**src/rtl/exec_seq.sv**
```systemverilog
// Execute-stage sequencer: drives the combinational ALU for one or two passes per RV32I op (out_trap port under EXEC_TRAP_EN).
// Latency: out_valid two cycles after the accepting cycle for single-pass ops, three for branch/JAL/JALR.
// Backpressure: result held in HOLD until out_ready; in_ready low while executing, and in HOLD unless out_ready and ALLOW_B2B.
module exec_seq #(
    parameter logic [31:0] LINK_OFFSET = 32'd4,
    parameter int          ALLOW_B2B   = 1
) (
    input  logic        clk,
    input  logic        rst,
    input  logic        in_valid,
    output logic        in_ready,
    input  logic [6:0]  in_opcode,
    input  logic [2:0]  in_funct3,
    input  logic        in_funct7_5,
    input  logic [31:0] in_rs1,
    input  logic [31:0] in_rs2,
    input  logic [31:0] in_imm,
    input  logic [31:0] in_pc,
    output logic [2:0]  alu_ctrl,
    output logic [31:0] alu_a,
    output logic [31:0] alu_b,
    input  logic [31:0] alu_out,
    input  logic        alu_zero,
    output logic        out_valid,
    input  logic        out_ready,
    output logic [31:0] out_result,
    output logic        out_br_taken,
    output logic [31:0] out_br_target,
`ifdef EXEC_TRAP_EN
    output logic        out_trap,
`endif
    output logic        out_illegal
);

    localparam logic [2:0] ALU_ADD = 3'd0;
    localparam logic [2:0] ALU_SUB = 3'd1;
    localparam logic [2:0] ALU_AND = 3'd2;
    localparam logic [2:0] ALU_OR  = 3'd3;
    localparam logic [2:0] ALU_XOR = 3'd4;
    localparam logic [2:0] ALU_SLL = 3'd5;
    localparam logic [2:0] ALU_SRA = 3'd6;
    localparam logic [2:0] ALU_SRL = 3'd7;

    localparam logic [6:0] OPC_OP     = 7'b0110011;
    localparam logic [6:0] OPC_OPIMM  = 7'b0010011;
    localparam logic [6:0] OPC_LUI    = 7'b0110111;
    localparam logic [6:0] OPC_AUIPC  = 7'b0010111;
    localparam logic [6:0] OPC_BRANCH = 7'b1100011;
    localparam logic [6:0] OPC_JAL    = 7'b1101111;
    localparam logic [6:0] OPC_JALR   = 7'b1100111;

    typedef enum logic [1:0] {IDLE, EX1, EX2, HOLD} state_t;
    typedef enum logic [2:0] {K_ALU, K_SLT, K_SLTU, K_BR, K_JAL, K_JALR, K_ILL} kind_t;

    typedef struct packed {
        kind_t       kind;
        logic [2:0]  funct3;
        logic [31:0] rs1;
        logic [31:0] imm;
        logic [31:0] pc;
    } op_t;

    state_t      state, state_d;
    op_t         op_q, op_d;
    logic [2:0]  dec_ctrl;
    logic [31:0] dec_a, dec_b, shamt_b;
    logic        accept, two_pass;
    logic        lt_s, lt_u, br_cond, taken_q;
    logic [31:0] link_q, single_res, tgt;

    // Decode straight from the inputs so the first pass is loaded on the accept edge.
    always_comb begin
        op_d.kind   = K_ILL;
        op_d.funct3 = in_funct3;
        op_d.rs1    = in_rs1;
        op_d.imm    = in_imm;
        op_d.pc     = in_pc;
        dec_ctrl    = ALU_ADD;
        dec_a       = '0;
        dec_b       = '0;
        shamt_b     = {27'b0, (in_opcode == OPC_OP) ? in_rs2[4:0] : in_imm[4:0]};
        case (in_opcode)
            OPC_OP, OPC_OPIMM: begin
                op_d.kind = K_ALU;
                dec_a     = in_rs1;
                dec_b     = (in_opcode == OPC_OP) ? in_rs2 : in_imm;
                case (in_funct3)
                    3'b000: dec_ctrl = (in_opcode == OPC_OP && in_funct7_5) ? ALU_SUB : ALU_ADD;
                    3'b001: begin
                        dec_ctrl = ALU_SLL;
                        dec_b    = shamt_b;
                    end
                    3'b010: begin
                        dec_ctrl  = ALU_SUB;
                        op_d.kind = K_SLT;
                    end
                    3'b011: begin
                        dec_ctrl  = ALU_SUB;
                        op_d.kind = K_SLTU;
                    end
                    3'b100: dec_ctrl = ALU_XOR;
                    3'b101: begin
                        dec_ctrl = in_funct7_5 ? ALU_SRA : ALU_SRL;
                        dec_b    = shamt_b;
                    end
                    3'b110: dec_ctrl = ALU_OR;
                    default: dec_ctrl = ALU_AND;
                endcase
            end
            OPC_LUI: begin
                op_d.kind = K_ALU;
                dec_b     = in_imm;
            end
            OPC_AUIPC: begin
                op_d.kind = K_ALU;
                dec_a     = in_pc;
                dec_b     = in_imm;
            end
            OPC_BRANCH: begin
                if (in_funct3 != 3'b010 && in_funct3 != 3'b011) begin
                    op_d.kind = K_BR;
                    dec_ctrl  = ALU_SUB;
                    dec_a     = in_rs1;
                    dec_b     = in_rs2;
                end
            end
            OPC_JAL: begin
                op_d.kind = K_JAL;
                dec_a     = in_pc;
                dec_b     = LINK_OFFSET;
            end
            OPC_JALR: begin
                if (in_funct3 == 3'b000) begin
                    op_d.kind = K_JALR;
                    dec_a     = in_pc;
                    dec_b     = LINK_OFFSET;
                end
            end
            default: ;
        endcase
    end

    // Signed/unsigned compare from the SUB pass: sign-mismatch decides without looking at the difference.
    assign lt_s = (alu_a[31] ^ alu_b[31]) ? alu_a[31] : alu_out[31];
    assign lt_u = (alu_a[31] ^ alu_b[31]) ? alu_b[31] : alu_out[31];

    always_comb begin
        case (op_q.funct3)
            3'b000:  br_cond = alu_zero;
            3'b001:  br_cond = !alu_zero;
            3'b100:  br_cond = lt_s;
            3'b101:  br_cond = !lt_s;
            3'b110:  br_cond = lt_u;
            default: br_cond = !lt_u;
        endcase
    end

    always_comb begin
        case (op_q.kind)
            K_SLT:   single_res = {31'b0, lt_s};
            K_SLTU:  single_res = {31'b0, lt_u};
            K_ILL:   single_res = '0;
            default: single_res = alu_out;
        endcase
    end

    assign two_pass = (op_q.kind == K_BR) || (op_q.kind == K_JAL) || (op_q.kind == K_JALR);
    assign tgt      = (op_q.kind == K_JALR) ? {alu_out[31:1], 1'b0} : alu_out;

`ifdef EXEC_TRAP_EN
    logic misal;
    assign misal = taken_q && (tgt[1:0] != 2'b00);
`endif

    always_ff @(posedge clk or posedge rst) begin
        if (rst) begin
            state <= IDLE;
        end else begin
            state <= state_d;
        end
    end

    always_comb begin
        state_d   = state;
        in_ready  = 1'b0;
        out_valid = 1'b0;
        case (state)
            IDLE: in_ready = 1'b1;
            HOLD: begin
                out_valid = 1'b1;
                in_ready  = out_ready && (ALLOW_B2B != 0);
            end
            default: ;
        endcase
        accept = in_valid && in_ready;
        case (state)
            IDLE: if (accept) state_d = EX1;
            EX1:  state_d = two_pass ? EX2 : HOLD;
            EX2:  state_d = HOLD;
            HOLD: if (out_ready) state_d = accept ? EX1 : IDLE;
            default: state_d = IDLE;
        endcase
    end

    always_ff @(posedge clk or posedge rst) begin
        if (rst) begin
            op_q          <= '0;
            alu_ctrl      <= ALU_ADD;
            alu_a         <= '0;
            alu_b         <= '0;
            taken_q       <= 1'b0;
            link_q        <= '0;
            out_result    <= '0;
            out_br_taken  <= 1'b0;
            out_br_target <= '0;
            out_illegal   <= 1'b0;
`ifdef EXEC_TRAP_EN
            out_trap      <= 1'b0;
`endif
        end else if (accept) begin
            op_q     <= op_d;
            alu_ctrl <= dec_ctrl;
            alu_a    <= dec_a;
            alu_b    <= dec_b;
        end else if (state == EX1) begin
            if (two_pass) begin
                alu_ctrl <= ALU_ADD;
                alu_a    <= (op_q.kind == K_JALR) ? op_q.rs1 : op_q.pc;
                alu_b    <= op_q.imm;
                taken_q  <= (op_q.kind == K_BR) ? br_cond : 1'b1;
                link_q   <= (op_q.kind == K_BR) ? 32'd0 : alu_out;
            end else begin
                alu_ctrl      <= ALU_ADD;
                alu_a         <= '0;
                alu_b         <= '0;
                out_result    <= single_res;
                out_br_taken  <= 1'b0;
                out_br_target <= '0;
                out_illegal   <= (op_q.kind == K_ILL);
`ifdef EXEC_TRAP_EN
                out_trap      <= 1'b0;
`endif
            end
        end else if (state == EX2) begin
            alu_ctrl      <= ALU_ADD;
            alu_a         <= '0;
            alu_b         <= '0;
            out_br_target <= tgt;
            out_illegal   <= 1'b0;
`ifdef EXEC_TRAP_EN
            // A misaligned redirect becomes a trap: no redirect and no link write.
            out_trap      <= misal;
            out_br_taken  <= taken_q && !misal;
            out_result    <= misal ? 32'd0 : link_q;
`else
            out_br_taken  <= taken_q;
            out_result    <= link_q;
`endif
        end
    end

endmodule

```
**config.mk**
```make
export PLATFORM = sky130hd
export DESIGN_NAME = exec_seq
export DESIGN_NICKNAME = d
export VERILOG_FILES = /design/src/rtl/exec_seq.sv
export SDC_FILE = /design/constraint.sdc
export NUM_CORES = 1
export LEC_CHECK = 0
export ABC_AREA = 1
export CAP_MARGIN = 20
export CORE_UTILIZATION = 46
export DETAILED_ROUTE_END_ITERATION = 8
export GPL_TIMING_DRIVEN = 0
export PLACE_DENSITY = 0.81
export SLEW_MARGIN = 20
export SYNTH_ARGS = -nofsm -noshare
export SYNTH_HDL_FRONTEND = slang
export SYNTH_SLANG_ARGS = --single-unit
```
**constraint.sdc**
```tcl
create_clock -name clk -period 8.9 [get_ports clk]
set_clock_uncertainty 0.05 [all_clocks]
set_input_delay 1.78 -clock clk [delete_from_list [all_inputs] [get_ports clk]]
set_output_delay 1.78 -clock clk [all_outputs]
set_load 0.005 [all_outputs]
```
==> metrics.md <==
| Metric | Value |
|---|---|
| Max_slew headroom | `0.524` |
| Fillers | `about 2500` |
| Synth Net Count | `2081` |
| Post-CTS setup repair buffer count | `0` |
| Num CTS Buffers | `29` |
| Clk root buf | `clkbuf_16` |
| Req. time, crit path | `around 7.1 ns` |
| Post-Synthesis Cells | `1901` |
| IO buf count | `a little over 300` |
| R2R Path Start | `state[1]$_DFFE_PP0P_` |
| VDD IR max | `between 0.00015 and 0.0002 V` |
| CTS tree | `done` |
| MaxCap Viol Count | `0` |
| Worst reg-to-reg setup slack | `approximately 6.5 ns` |
| Hold Crit Class | `register to register` |
| Register area share after synthesis | `0.480` |
| RSZ-0062 raised after global routing | `no` |
| Multi-input gate area | `6130 um2` |
| Vias in the first global route | `~15000` |
| Crit start category | `primary input` |
| Drt initial violations | `between 1500 and 2000` |
| Area Growth Syn to Fin | `34.6%` |
| Avg Cell Area, Syn | `7.40 um2` |
| Chip Width | `177 um` |
| Initial Utilization | `0.471` |
| Final nets | `~2400` |
| HP Start | `op_q[2]$_DFFE_PP0N_` |
| Layout cells sized above 1 | `0.0686` |
| Fmax achieved | `0.203 GHz` |
| Initial antenna violation count | `3` |
| Power Density | `slightly below 300 nW/um2` |
| Drt pass-1 iters | `5` |
| Post-CTS Resized | `0` |
| CTS Hold Buffers Added | `0` |
| Number of synthesized flops with an enable pin | `0` |
| Final Max Slew Viols | `0` |
| Largest net degree at the start of global routing | `34` |
| Yosys top cell by area | `dfrtp_1` |
| Register-to-Register Path Depth | `9` |
| Routability cong. | `approximately 0.92` |
| Clk pin slew, worst setup/hold paths | `0.06 ns` |
| Final setup violation count | `0` |
| Tightest Pin Transition | `between 0.7 and 0.8 ns` |
| Total core area | `~30000 um2` |
| GR Overflow Total | `0` |
| Row Count | `63` |
| Endpoint of the worst hold path | `op_q[2]$_DFFE_PP0N_` |
| Tcrit/Tclk final | `0.553` |
| Hold Vio Cnt, Final | `0` |
| Critical path peak fanout | `2` |
| Critical Path End Type | `primary output` |
| Outcome | `finished clean` |
| Post-DRT Antenna Nets | `0` |
| Via count | `~15000` |
| Top-count cell post-synth | `nand2_1` |
| Leak Pwr | `roughly 9 nW` |
| First-pass GRT wire length | `75300 um` |
| Drc violations | `0` |
| Setup Total Neg Slack | `0 ns` |
| Worst skew pair latency | `0.55 ns` |
| CTS max path bufs | `3` |
| #FFs+latches synth | `between 200 and 300` |
| Place WS | `3.97 ns` |
| # IOs | `311` |
| Main synth FF type | `dfrtp_1` |
| Post-Syn Area | `around 14000 um2` |
| Final wirelength | `between 40000 and 50000 um` |
| Critical R2R Capture | `alu_b[13]$_DFFE_PP0P_` |
| Yosys Warn Count | `0` |
| Die H | `between 150 and 200 um` |
| Critical Path AT | `roughly 3 ns` |
| Avg WL per Cell | `approximately 18 um` |
| Tightest hold margin | `0.425 ns` |
| H-tree levels | `1` |
| Die footprint | `31300 um2` |
| Dpl cells | `~2600` |
| Asr flop ratio synth | `1.00` |
| Synth top area share | `0.480` |
| Final core utilization | `0.634` |
| PnR worst setup slack | `roughly 4 ns` |
| Minimum clock period | `roughly 4.9 ns` |
| Cell variety after synth | `30` |
| Global-route usage over all layers | `0.305` |
| Worst hold path depth | `2` |
| Synth cell count leaders | `568 x nand2_1, 342 x nand3_1, 270 x dfrtp_1, 185 x nor2_1, 151 x inv_1` |
| # clock sinks | `between 200 and 300` |
| Top area cells in the synthesized netlist | `dfrtp_1 48%, nand2_1 15%, nand3_1 12%` |
| Reg area | `a little under 7000 um2` |
| Critical path type | `primary input to primary output` |
| DP HPWL | `~35000 um` |
| Fin cells | `approximately 2700` |
| Detail-routed via count per cell | `5.60` |
## critical path, stage by stage
cell and delay, ns:
clkdlybuf4s50_1 0.48, nand2_1 0.06, nand2_1 0.07, nand2_2 0.10
inv_1 0.07, clkdlybuf4s50_1 0.54
## kinds of logic after synthesis
logic type      share of synthesized area
buf+inv                            0.0835
fa+ha+maj                         0.00356
simple gates                        0.342
compound gates                     0.0907
flops                               0.480
## layout make-up
cell class,instances,share of cell area
inverters,157,0.0313
diodes,3,0.000397
clock buffers,45,0.0473
clock inverters,8,0.00740
well taps,390,0.0258
flip-flops and latches,270,0.357
plain buffers,124,0.0309
multi-input cells,1350,0.324
repair buffers,320,0.176
## worst max-delay path by stage
stage	from	endpoint	slack, ns
floorplan	rst	alu_a[0]$_DFFE_PP0P_	3.50
detailed placement	out_ready	in_ready	3.97
finish	out_ready	in_ready	3.98
global route	out_ready	in_ready	3.90
CTS	out_ready	in_ready	3.96
global placement	rst	alu_a[12]$_DFFE_PP0P_	1.55
## cells in the final DEF, fill, tap and decap left out, types with 2 or more instances in the layout
master	count
nand2_1	568
nand3_1	342
clkdlybuf4s50_1	310
dfrtp_1	270
nor2_1	185
inv_1	150
o21ai_0	109
buf_2	63
clkbuf_1	39
a21oi_1	37
a22o_1	31
a31oi_1	31
clkbuf_16	29
buf_1	16
nand3b_1	13
buf_4	11
clkbuf_8	11
nand2_2	6
o21ai_1	6
buf_12	6
inv_2	5
ha_1	4
clkinv_2	4
bufinv_16	4
buf_16	4
diode_2	3
nor2_4	3
nor2_8	2
nand3_2	2
nor2_2	2
o211ai_1	2
nor3_1	2
## where the power goes
| group | internal [mW] | switching [mW] | leakage (nW) |
|---|---|---|---|
| clock | 0.802 | 0.506 | 0.515 |
| sequential | 1.73 | 0.262 | 3.44 |
| combinational | 0.965 | 1.34 | 5.24 |
## metrics by stage
step	total power, mW	instance area [um2]
after floorplan	3.26	14100
after global routing	5.95	18900
after detailed placement	4.28	17900
after CTS	5.60	18900
after global placement	4.17	17700
final	5.61	18900
## sequential cells by signal, indices dropped and copies added (netlist names)
signal and flops:
op_q 102, alu_a 32, alu_b 32, link_q 32, out_br_target 32, out_result 32
alu_ctrl 3, state 2, out_br_taken 1, out_illegal 1, taken_q 1
## layer usage
layer  routed length [um]  GRT usage  vias to the layer above
met4                 2530      0.165                        0
li1                     -          -                     6850
met1                19300      0.403                     7031
met5                    0          0                        -
met2                21800      0.482                      889
met3                 4260     0.0460                      176
(Power assumes the default switching activity.)
